## config.mk

```make
export PLATFORM = sky130hd
export DESIGN_NAME = xs3_to_bcd_deser_flat
export DESIGN_NICKNAME = d
export VERILOG_FILES = /design/src/rtl/xs3_to_bcd_deser_if.sv /design/src/rtl/xs3_to_bcd_deser.sv /design/src/flat_wrapper.sv
export SDC_FILE = /design/constraint.sdc
export NUM_CORES = 1
export LEC_CHECK = 0
export ABC_AREA = 0
export CAP_MARGIN = 20
export CELL_PAD_IN_SITES_DETAIL_PLACEMENT = 1
export CELL_PAD_IN_SITES_GLOBAL_PLACEMENT = 2
export CORE_ASPECT_RATIO = 0.9
export CORE_MARGIN = 3
export CORE_UTILIZATION = 30
export DETAILED_ROUTE_END_ITERATION = 6
export PLACE_DENSITY = 0.77
export SLEW_MARGIN = 20
export SYNTH_ARGS = -nofsm -noshare
export SYNTH_HDL_FRONTEND = slang
export SYNTH_SLANG_ARGS = --single-unit
export TNS_END_PERCENT = 5
```

## constraint.sdc

```tcl
create_clock -name clk -period 2.1 [get_ports clk]
set_input_delay 0.315 -clock clk [delete_from_list [all_inputs] [get_ports clk]]
set_output_delay 0.315 -clock clk [all_outputs]
set_load 0.01 [all_outputs]
```

## src/rtl/xs3_to_bcd_deser_if.sv

```systemverilog
// Digit-link and word-output handshake bundle for the Excess-3 to BCD deserializer.
interface xs3_to_bcd_deser_if #(
  parameter int unsigned DIGITS = 4
);
  localparam int unsigned W = 4 * DIGITS;

  logic         in_valid;
  logic         in_ready;
  logic [3:0]   in_xs3;
  logic         in_last;
  logic         out_valid;
  logic         out_ready;
  logic [W-1:0] out_bcd;
  logic [3:0]   out_ndig;
  logic         out_err;

  // Digit source and word consumer side
  modport master (
    output in_valid, in_xs3, in_last, out_ready,
    input  in_ready, out_valid, out_bcd, out_ndig, out_err
  );

  // Deserializer side
  modport slave (
    input  in_valid, in_xs3, in_last, out_ready,
    output in_ready, out_valid, out_bcd, out_ndig, out_err
  );
endinterface

```

## src/rtl/xs3_to_bcd_deser.sv

```systemverilog
// Digit-serial Excess-3 to packed-BCD deserializer: collects up to DIGITS digits,
// MSD first, into a right-justified BCD word presented on a valid/ready output.
module xs3_to_bcd_deser #(
  parameter int unsigned DIGITS = 4
) (
  input  logic              clk,
  input  logic              rst_n,
  xs3_to_bcd_deser_if.slave bus
);

  localparam int unsigned W     = 4 * DIGITS;
  localparam int unsigned CNT_W = 4;

  typedef enum logic {
    ACCUM = 1'b0,
    HOLD  = 1'b1
  } state_e;

  state_e           state_q, state_d;
  logic             in_ready_q, in_ready_d;
  logic             out_valid_q, out_valid_d;
  logic [W-1:0]     acc_q, acc_d;
  logic [CNT_W-1:0] cnt_q, cnt_d;
  logic             err_q, err_d;
  logic [W-1:0]     bcd_q, bcd_d;
  logic [CNT_W-1:0] ndig_q, ndig_d;
  logic             oerr_q, oerr_d;

  logic             accept;
  logic             consume;
  logic             dig_bad;
  logic [3:0]       dig_dec;
  logic [W-1:0]     acc_nxt;
  logic [CNT_W-1:0] cnt_inc;
  logic             err_nxt;
  logic             word_close;

  assign accept  = bus.in_valid & in_ready_q;
  assign consume = out_valid_q & bus.out_ready;

  // Per-digit decode; illegal codes yield zero and flag the word
  assign dig_bad = (bus.in_xs3 < 4'd3) || (bus.in_xs3 > 4'd12);
  assign dig_dec = dig_bad ? 4'd0 : (bus.in_xs3 - 4'd3);

  // Truncating the concatenation drops the oldest nibble and keeps DIGITS=1 legal
  assign acc_nxt    = W'({acc_q, dig_dec});
  assign cnt_inc    = cnt_q + CNT_W'(1);
  assign err_nxt    = err_q | dig_bad;
  assign word_close = bus.in_last || (cnt_inc == CNT_W'(DIGITS));

  always_comb begin
    state_d = state_q;
    acc_d   = acc_q;
    cnt_d   = cnt_q;
    err_d   = err_q;
    bcd_d   = bcd_q;
    ndig_d  = ndig_q;
    oerr_d  = oerr_q;

    case (state_q)
      ACCUM: begin
        if (accept) begin
          acc_d = acc_nxt;
          cnt_d = cnt_inc;
          err_d = err_nxt;
          if (word_close) begin
            state_d = HOLD;
            bcd_d   = acc_nxt;
            ndig_d  = cnt_inc;
            oerr_d  = err_nxt;
          end
        end
      end
      HOLD: begin
        if (consume) begin
          state_d = ACCUM;
          acc_d   = '0;
          cnt_d   = '0;
          err_d   = 1'b0;
        end
      end
      default: begin
        state_d = ACCUM;
      end
    endcase

    in_ready_d  = (state_d == ACCUM);
    out_valid_d = (state_d == HOLD);
  end

  always_ff @(posedge clk or negedge rst_n) begin
    if (!rst_n) begin
      state_q     <= ACCUM;
      in_ready_q  <= 1'b0;
      out_valid_q <= 1'b0;
      acc_q       <= '0;
      cnt_q       <= '0;
      err_q       <= 1'b0;
      bcd_q       <= '0;
      ndig_q      <= '0;
      oerr_q      <= 1'b0;
    end else begin
      state_q     <= state_d;
      in_ready_q  <= in_ready_d;
      out_valid_q <= out_valid_d;
      acc_q       <= acc_d;
      cnt_q       <= cnt_d;
      err_q       <= err_d;
      bcd_q       <= bcd_d;
      ndig_q      <= ndig_d;
      oerr_q      <= oerr_d;
    end
  end

  assign bus.in_ready  = in_ready_q;
  assign bus.out_valid = out_valid_q;
  assign bus.out_bcd   = bcd_q;
  assign bus.out_ndig  = ndig_q;
  assign bus.out_err   = oerr_q;

endmodule

```

## src/flat_wrapper.sv

```systemverilog
// flat-port wrapper written by rule: the top's interface ports become plain ports
module xs3_to_bcd_deser_flat 
#(
  parameter int unsigned DIGITS = 4
)
  (clk, rst_n, bus_in_valid, bus_in_xs3, bus_in_last, bus_out_ready, bus_in_ready, bus_out_valid, bus_out_bcd, bus_out_ndig, bus_out_err);
  xs3_to_bcd_deser_if #(.DIGITS(DIGITS)) bus_i ();
  input  logic clk;
  input  logic rst_n;
  input wire logic [$bits(bus_i.in_valid)-1:0] bus_in_valid;
  input wire logic [$bits(bus_i.in_xs3)-1:0] bus_in_xs3;
  input wire logic [$bits(bus_i.in_last)-1:0] bus_in_last;
  input wire logic [$bits(bus_i.out_ready)-1:0] bus_out_ready;
  output wire logic [$bits(bus_i.in_ready)-1:0] bus_in_ready;
  output wire logic [$bits(bus_i.out_valid)-1:0] bus_out_valid;
  output wire logic [$bits(bus_i.out_bcd)-1:0] bus_out_bcd;
  output wire logic [$bits(bus_i.out_ndig)-1:0] bus_out_ndig;
  output wire logic [$bits(bus_i.out_err)-1:0] bus_out_err;
  assign bus_i.in_valid = bus_in_valid;
  assign bus_i.in_xs3 = bus_in_xs3;
  assign bus_i.in_last = bus_in_last;
  assign bus_i.out_ready = bus_out_ready;
  assign bus_in_ready = bus_i.in_ready;
  assign bus_out_valid = bus_i.out_valid;
  assign bus_out_bcd = bus_i.out_bcd;
  assign bus_out_ndig = bus_i.out_ndig;
  assign bus_out_err = bus_i.out_err;
  xs3_to_bcd_deser #(.DIGITS(DIGITS)) u_core (.clk(clk), .rst_n(rst_n), .bus(bus_i));
endmodule
```

After elaboration in Yosys (flattened, before gate mapping)

Cells that the tools add are included.

ROM bits: 0
Input port bits: 9
Register bits: 40
Word-level logic and storage cells: 38
Bits in writable memories: 0
Memories kept: 0
Bits in latches: 0
Output and inout port bits: 23

Equality and inequality tests: 3
Add/subtract/negate cells: 2
Mux-type cells: 14
Order comparisons: 2
Shifts and indexed selects: 0
Reductions and logical operators: 4
Multiply operators: 0
Divide/modulo/power cells: 0
Bitwise logic cells: 5

Operators with widths:

| cell                                                                     | count |
|---|---|
| 12-bit 2-to-1 mux                                                        | 2 |
| 12-bit case mux with 2 select lines                                      | 1 |
| 4-bit 2-to-1 mux                                                         | 3 |
| 4-bit case mux with 2 select lines                                       | 1 |
| 1-bit 2-to-1 mux                                                         | 5 |
| 4-bit by 1-bit adder with 4-bit output (second input constant)           | 1 |
| 4-bit by 3-bit equality test with 1-bit output (second input constant)   | 1 |
| 4-bit > comparator (second input constant)                               | 1 |
| 4-bit by 2-bit < comparator with 1-bit output (second input constant)    | 1 |
| 1-bit case mux with 2 select lines                                       | 2 |
| 4-bit by 2-bit subtractor with 4-bit output (second input constant)      | 1 |
| 3-bit AND reduction                                                      | 1 |
| 1-bit bitwise AND                                                        | 2 |
| 1-bit logical OR                                                         | 2 |
| 2-bit by 1-bit inequality test with 1-bit output (second input constant) | 1 |
| 2-bit inequality test (second input constant)                            | 1 |
| 1-bit NOT                                                                | 2 |
| 2-bit AND reduction                                                      | 1 |
| 1-bit bitwise OR                                                         | 1 |

Longest topological paths before layout

Depth after elaboration: 7
Mapped depth: 7
Mapped depth without buffers: 6

Least setup slack after synthesis

Ideal clock, no wire load.

Path type: register to register
Start: register u_core.cnt_q[0]
End: register u_core.bcd_q[14] (netlist: u_core.bus.out_bcd[14])
Clock period less this slack: 1588 ps
Setup slack: 512 ps
Stages on the path, launching flop included: 6
Arrival: 1463 ps
Path through: dfrtp_1 ha_1 nor3b_1 o21ai_4 buf_12 mux2_4

Longest elaborated chain between the ends: 4

Ends and longest elaborated chain:

| what                                           | line                    | source |
|---|---|---|
| start: declaration                             | xs3_to_bcd_deser.sv:23  | `logic [CNT_W-1:0] cnt_q, cnt_d;` |
| start signal: assignment                       | xs3_to_bcd_deser.sv:107 | `cnt_q <= cnt_d;` |
| 4-bit by 1-bit adder with 4-bit output         | xs3_to_bcd_deser.sv:47  | `assign cnt_inc = cnt_q + CNT_W'(1);` |
| 4-bit by 3-bit equality test with 1-bit output | xs3_to_bcd_deser.sv:49  | `assign word_close = bus.in_last \|\| (cnt_inc == CNT_W'(DIGITS));` |
| 1-bit logical OR                               | xs3_to_bcd_deser.sv:49  |  |
| 3-bit AND reduction (no source line)           | -                       |  |
| end signal: assignment                         | xs3_to_bcd_deser.sv:99  | `bcd_q <= '0;` |
| end signal: assignment                         | xs3_to_bcd_deser.sv:109 | `bcd_q <= bcd_d;` |
| end: declaration                               | xs3_to_bcd_deser.sv:25  | `logic [W-1:0] bcd_q, bcd_d;` |

Every way passes these cells.
A chain may end at the register's enable or synchronous reset.

Worst setup path in the final report

Start: register u_core.cnt_q[1]
End: register u_core.bcd_q[4] (netlist: u_core.bus.out_bcd[4])

The elaborated chain is that of the path after synthesis.

==> impl.org <==
** Status
- Outcome :: finished, final reports clean

** Routing
- For this run, design rule violations remaining after detail routing come to 0.
- For this block, the initial DRC count from the detailed router was 62.
- Total length of routed wires :: 3610 um
- Detailed-router iteration count before antenna repair :: 4
- Via count :: 1139
- Number of nets with antenna violations after detailed routing :: 0
- Detail-routed net length per standard cell :: 15.2 um
- Mean number of vias per cell :: 4.81

** Yosys
- The number of nets in the synthesized netlist is 141.
- Most common cell in the synthesized netlist :: sky130_fd_sc_hd__dfrtp_1
- By count the netlist is led by sky130_fd_sc_hd__dfrtp_1, sky130_fd_sc_hd__nand2_1, sky130_fd_sc_hd__mux2_4.
- The most used flip-flop cell after synthesis is sky130_fd_sc_hd__dfrtp_1.
- sky130_fd_sc_hd__dfrtp_1 takes more of the synthesized area than any other cell.
- Synthesis handed over a netlist of 129 instances.
- Avg Inst Size Synth :: 13.5 um^2
- Warnings from Yosys :: 0
- The share of the Yosys chip area taken by registers is 57.5%.
- Area of the mapped netlist :: 1740 um^2
- Counting flops with an async set or reset pin after synthesis yields a share of 100%.
- Post-synthesis register bit count :: 40
- Cell types with the largest area share after synthesis :: sky130_fd_sc_hd__dfrtp_1, sky130_fd_sc_hd__mux2_4, sky130_fd_sc_hd__a22o_1, sky130_fd_sc_hd__o21ai_0, sky130_fd_sc_hd__nand2_1
- Number of enable-type register cells in the synthesized netlist :: 0
- Area share of the leading cell type in the synthesized netlist :: 57.5%
- The number of different library cells used by synthesis comes to 28.

** Placed design
- Number of port buffers :: 31
- Cell count after placement :: 227
- HPWL after detailed placement :: 2490 um
- Routability-driven placement finished with a final weighted congestion of 0.763.

** Floorplanning
- In this run the vertical extent of the chip is 78.3 um.
- 32 I/O pins were placed.
- For this configuration, the core starts out at a cell density of 32.0%.
- Width of the chip :: 86.3 um
- After floorplanning, the core was divided into 25 placement rows.
- Core Box Area :: 5440 um^2
- The die covers 6750 um^2.

** Clock tree
- Post-CTS repair changed the size of 0 cells.
- TritonCTS built the clock tree.
- Clock tree synthesis found a total of 40 sinks.
- The root buffer cell chosen for the clock tree is sky130_fd_sc_hd__clkbuf_8.
- Counting the buffers created by CTS gives 5.
- Clock latency on the worst-skew pair, taken at its later pin, is 0.28 ns.
- Buffers from clock root to sink, at most :: 2
- Post-CTS Setup Inserts :: 0
- CTS built an H-tree with a depth of 2.
- After clock tree synthesis, the clock-pin slew on the worst setup and hold paths is 0.08 ns.

** Power and ir drop
- For this design the total switching power over the nets is 935 uW.
- Proportion of power drawn by the clock network :: 19.8%
- The internal power of the cells totals 2120 uW.
- Total power divided by cell area :: 1370 nW/um^2
- The analysis attributes to cell leakage a power of 0.00104 uW.
- Of the total power, the share spent switching nets is 30.6%.
- Per report_power, the sequential group accounts for 42.3% of the total.
- IR drop worst, VDD :: 0.544 mV
- Share of total power in combinational logic :: 37.9%

** Timing
- Setup-violating endpoint count in the final report :: 0
- Setup repair after global routing missed its margin :: no
- The number of hold violations in the final report came to 0.
- In this run the tightest slew margin relative to its limit is 55.5%.
- Achievable clock frequency :: 508 MHz
- The routed design could run at a clock period as short as 1.97 ns.
- Final clock skew :: 0.00864 ns
- At the pin with the least slew margin, the transition time is 0.667 ns.
- Max-slew violations :: 0
- Final hold analysis gives a worst-case slack of 0.487 ns.
- Setup total negative slack on the finished layout was measured at 0 ns.
- Dividing the final minimum period by the clock period gives 93.8%.

** Finish
- Measured on the finished design, the core utilization comes to 40.8%.
- Fill cells in the final layout number 598.
- Antenna diode count :: 0
- The post-route netlist has 20.6% of its cells at a drive strength greater than 1.
- Relative to the synthesized area, the layout overhead comes to 27.7%.
- Once layout is complete, the cells apart from fillers number 237.
- Number of nets at the end of the flow :: 181

** GRT
- Pin count of the biggest net entering global routing :: 27
- Met3 global-route usage :: 3.57%
- Vias in the first global route :: 1205
- The first global-routing pass estimated 5890 um of wire.
- After global routing the overflow that remains totals 0.
- Global routing used 11.2% of the available tracks across all layers.
- For met1 alone, demand over resource in global routing was 15.2%.
- met2 is the most crowded layer.
- Met2 Usage GRT :: 17.1%
- Antenna violations before repair :: 0

** Critical path
- Required time of the critical path :: 2.28 ns
- Of all nets on the critical path, the largest fanout is 13.
- The worst register-to-register path has a depth of 4.
- Register-to-register setup slack :: 0.13 ns
- Arrival time at the worst endpoint :: 2.14 ns
- In this run the critical register-to-register path is captured at u_core.bus.out_bcd[4]$_DFFE_PN0P_.
- The worst register-to-register path begins at u_core.cnt_q[1]$_DFFE_PN0P_.
- WS Path Type :: register to register
- The worst setup path is captured at a register.
- Setup crit start kind :: register

** Hold path
- Worst min-delay path endpoint :: u_core.bus.out_ndig[3]$_DFFE_PN0P_
- The min-delay analysis places its worst path in the category register to register.
- Hold Path Stages :: 2
- Hold_sp :: u_core.bus.out_ndig[3]$_DFFE_PN0P_

** Flow run
- Across the run, the number of max-cap violations was 0.
==> state kept, by name (all words and copies together), names as in the netlist <==
register	cells
u_core.acc_q	12
u_core.bus.out_bcd	16
u_core.bus.out_err	1
u_core.err_q	1
u_core.state_q	1
u_core.bus.in_ready	1
u_core.cnt_q	4
u_core.bus.out_ndig	4
==> per-stage QoR <==
stage	setup slack (ns)	power, uW	instance area [um^2]
global placement	0.114	2410	2100
floorplan	0.512	1930	1740
CTS	0.0496	3090	2210
detailed placement	0.0537	2470	2100
global route	0.0260	3270	2220
finish	0.131	3050	2220
==> power by group through the flow <==
stage / Sequential (uW) / Combinational [uW] / Clock [uW]
4_1_cts: 1300 / 1170 / 626
5_1_grt: 1350 / 1260 / 664
3_5_place_dp: 1310 / 1160 / 0
6_report: 1290 / 1160 / 604
2_1_floorplan: 1350 / 578 / 0
3_3_place_gp: 1290 / 1120 / 0
==> repair_timing <==
| action | in CTS | in global routing |
|---|---|---|
| hold buffers | 1 | 0 |
| hold endpoints to repair | 18 | 0 |
| endpoints found under the setup margin | 0 | 8 |
==> cells by family after synthesis <==
kind of cell    share of synthesized area (%)
compound gates                           14.7
buf+inv                                  5.61
xor+xnor                                 1.01
mux                                      12.1
fa+ha+maj                                2.16
flops                                    57.5
simple gates                             6.97
==> how the worst max path moves through the flow <==
stage | startpoint | end | slack [ns] | cells after the start
floorplan | u_core.cnt_q[0]$_DFFE_PN0P_ | u_core.bus.out_bcd[14]$_DFFE_PN0P_ | 0.51 | 5
global placement | bus_in_last | u_core.bus.out_bcd[7]$_DFFE_PN0P_ | 0.11 | 3
detailed placement | bus_in_last | u_core.bus.out_bcd[11]$_DFFE_PN0P_ | 0.05 | 3
CTS | u_core.cnt_q[1]$_DFFE_PN0P_ | u_core.bus.out_bcd[11]$_DFFE_PN0P_ | 0.05 | 4
global route | u_core.cnt_q[1]$_DFFE_PN0P_ | u_core.bus.out_bcd[4]$_DFFE_PN0P_ | 0.03 | 4
finish | u_core.cnt_q[1]$_DFFE_PN0P_ | u_core.bus.out_bcd[4]$_DFFE_PN0P_ | 0.13 | 4
==> layer usage <==
layer / up-vias / wire (um)
met2: 27 / 1660
met1: 573 / 1730
li1: 534 / -
met4: 0 / 41
met5: - / 0
met3: 5 / 175
==> layout make-up <==
class,instances,area (um^2),area share (%)
tap,67,83.8,3.77
multi-input combinational,79,651,29.3
inverter,5,18.8,0.845
timing repair buffer,38,360,16.2
clock inverter,2,35.0,1.58
sequential,40,1000,45.0
clock buffer,6,72.6,3.27
==> cells in the final DEF (no fill, tap or decap) <==
cell type                         count
sky130_fd_sc_hd__dfrtp_1             40
sky130_fd_sc_hd__clkinv_2             1
sky130_fd_sc_hd__a21oi_1              1
sky130_fd_sc_hd__a32o_1               2
sky130_fd_sc_hd__bufinv_16            1
sky130_fd_sc_hd__nand2_1             15
sky130_fd_sc_hd__xor2_1               1
sky130_fd_sc_hd__buf_4                6
sky130_fd_sc_hd__a21oi_4              1
sky130_fd_sc_hd__a22o_1              10
sky130_fd_sc_hd__nand3_1              2
sky130_fd_sc_hd__a21boi_2             1
sky130_fd_sc_hd__a31oi_1              1
sky130_fd_sc_hd__dlygate4sd3_1        1
sky130_fd_sc_hd__nor3b_1              1
sky130_fd_sc_hd__o21ai_4              1
sky130_fd_sc_hd__nor3_1               1
sky130_fd_sc_hd__o21ai_2              4
sky130_fd_sc_hd__ha_1                 3
sky130_fd_sc_hd__and3b_1              1
sky130_fd_sc_hd__o21ai_0             12
sky130_fd_sc_hd__buf_2                1
sky130_fd_sc_hd__clkbuf_1             1
sky130_fd_sc_hd__o22ai_1              1
sky130_fd_sc_hd__nand3b_1             1
sky130_fd_sc_hd__clkdlybuf4s50_1     30
sky130_fd_sc_hd__nand2b_1             1
sky130_fd_sc_hd__nor2b_1              2
sky130_fd_sc_hd__inv_1                5
sky130_fd_sc_hd__nor2_1               2
sky130_fd_sc_hd__clkbuf_8             5
sky130_fd_sc_hd__xnor2_1              1
sky130_fd_sc_hd__mux2_4              14
==> critical path, stage by stage, from the launching register on <==
cell	delay, ns
sky130_fd_sc_hd__dfrtp_1	0.40
sky130_fd_sc_hd__ha_1	0.19
sky130_fd_sc_hd__nor3b_1	0.55
sky130_fd_sc_hd__o21ai_2	0.36
sky130_fd_sc_hd__mux2_4	0.37
(Power assumes the default switching activity.)
==> variant (same settings) <==
`DIGITS` is set to 4 in 3 places; all go to 8.
--- a/src/rtl/xs3_to_bcd_deser_if.sv
+++ b/src/rtl/xs3_to_bcd_deser_if.sv
@@ -1,6 +1,6 @@
 // Digit-link and word-output handshake bundle for the Excess-3 to BCD deserializer.
 interface xs3_to_bcd_deser_if #(
-  parameter int unsigned DIGITS = 4
+  parameter int unsigned DIGITS = 8
 );
   localparam int unsigned W = 4 * DIGITS;
 
--- a/src/rtl/xs3_to_bcd_deser.sv
+++ b/src/rtl/xs3_to_bcd_deser.sv
@@ -1,7 +1,7 @@
 // Digit-serial Excess-3 to packed-BCD deserializer: collects up to DIGITS digits,
 // MSD first, into a right-justified BCD word presented on a valid/ready output.
 module xs3_to_bcd_deser #(
-  parameter int unsigned DIGITS = 4
+  parameter int unsigned DIGITS = 8
 ) (
   input  logic              clk,
   input  logic              rst_n,
--- a/src/flat_wrapper.sv
+++ b/src/flat_wrapper.sv
@@ -1,7 +1,7 @@
 // flat-port wrapper written by rule: the top's interface ports become plain ports
 module xs3_to_bcd_deser_flat 
 #(
-  parameter int unsigned DIGITS = 4
+  parameter int unsigned DIGITS = 8
 )
   (clk, rst_n, bus_in_valid, bus_in_xs3, bus_in_last, bus_out_ready, bus_in_ready, bus_out_valid, bus_out_bcd, bus_out_ndig, bus_out_err);
   xs3_to_bcd_deser_if #(.DIGITS(DIGITS)) bus_i ();
Ports: changed (resized bus_out_bcd); port bits go from 32 to 48. No check against the original RTL was run, so the function may have changed too.
==> variant against the unedited design <==
  * Non-clock buffer count is 17 higher
  * Routed wire length is 66% higher
  * Synthesized area is 63% higher
  * Sequential cell count is 32 higher
  * Setup slack better by 0.15 ns
  * Clock skew is 0.0024 ns lower
  * Design area is 66% higher
  * Global-route usage is 1.3 points higher
  * Total power is 38% higher
  * Core utilization is 0.67 points lower
  * Cell count is 62% higher
  * Critical path type is now primary input to flop
  * Critical endpoint is now u_core.acc_q[12]$_DFFE_PN0P_
==> variant: results <==
{
  "outcome": "finished clean",
  "period_needed_ns": 1.82,
  "synth_common_cells": "72 x dfrtp_1, 27 x a22o_1, 27 x mux2_2",
  "gp_congestion": 0.738,
  "cts_buffers": 9,
  "largest_register_ffs": 32,
  "cp-startpoint": "bus_in_valid",
  "r2r-end": "u_core.acc_q[12]$_DFFE_PN0P_",
  "syn_nets": 213,
  "clock_skew_ns": 0.00624,
  "worst_slew_pin_slew_ns": 0.469,
  "groute.layer.met2.usage_pct": 18.4,
  "drive_above_1_share_pct": 19.5,
  "grt_start_max_net_pins": 52,
  "hold_path.class": "primary input to async pin",
  "synth_xor_area_share_pct": 0.616,
  "static-leakage-power_uw": 0.00171,
  "placedCellCount": 367,
  "vdd_drop_max_mv": 0.350,
  "crit_family": "buffers and inverters",
  "global_route.usage.met1_pct": 17.0,
  "synthTopCellsByArea": "dfrtp_1 63%, mux2_2 11%, a22o_1 8.3%",
  "yosysSeqAreaShare_pct": 63.4,
  "syn_avg_cell_area_um2": 14.1,
  "rr_worst_depth": 5,
  "hold_ws_ns": 0.421,
  "first_iter_violations": 61,
  "grt_pass1_vias": 1926,
  "dpl_worst_slack_ns": -0.0526,
  "place_area_um2": 3490,
  "routed_wl_um": 6000,
  "synthAdderAreaFrac_pct": 1.32,
  "cp_slowest_stage_delay_ns": 0.42,
  "use_met3_pct": 4.89,
  "n_fill_cell": 969,
  "wl_per_cell_um": 15.6,
  "critPathSlowestCell": "clkdlybuf4s50_1",
  "dp_hpwl_um": 4150,
  "r2r-start": "u_core.bus.in_ready$_DFF_PN0_",
  "synth_compound_area_share_pct": 13.2,
  "worstSkewPairLatency_ns": 0.33
}
[variant: changes by cell type after synthesis, sizes merged, moves of 2 or more]
cell,before,now
dfrtp,40,72
mux2,14,32
a22o,10,27
o21ai,16,6
nand2,15,8
a21oi,2,8
mux2i,0,4
a21o,0,2
buf,6,8
clkbuf,0,2
inv,5,7
nor2,2,4
o31ai,0,2
[variant: how the worst max path moves through the flow]
stage	end	slack, ns	cells past startpoint
after detailed placement	u_core.acc_q[12]$_DFFE_PN0P_	-0.05	6
after floorplan	u_core.bus.out_bcd[10]$_DFFE_PN0P_	0.29	6
final	u_core.acc_q[12]$_DFFE_PN0P_	0.28	6
after global routing	u_core.acc_q[17]$_DFFE_PN0P_	0.17	6
after CTS	u_core.acc_q[12]$_DFFE_PN0P_	0.29	6
after global placement	u_core.acc_q[19]$_DFFE_PN0P_	0.03	6
[variant: final cells by class]
class | instances | area, um2 | area share, %
well taps | 122 | 153 | 4.15
repair buffers | 55 | 568 | 15.4
multi-input cells | 112 | 952 | 25.9
flip-flops and latches | 72 | 1800 | 48.9
inverters | 7 | 26.3 | 0.714
clock buffers | 12 | 135 | 3.67
clock inverters | 4 | 45.0 | 1.22
[variant: routing by layer]
metal  vias up  share of wire, %
li1        844                 -
met1       936                49
met2        40                46
met3         4               4.8
met4         0              0.52
met5         -                 0
[variant: power by group through the flow]
stage / Combinational (uW) / Clock, uW / Sequential, uW
floorplan: 479 / 0 / 2060
global placement: 1160 / 0 / 2030
detailed placement: 1190 / 0 / 2040
CTS: 1200 / 1060 / 2020
global route: 1280 / 1140 / 2070
finish: 1170 / 1020 / 2010
[variant: worst reg2reg max path: stages (launching register included)]
cell     delay, ns
dfrtp_1       0.39
and3b_1       0.22
buf_4         0.25
a21oi_2       0.41
buf_4         0.29
a22o_1        0.16
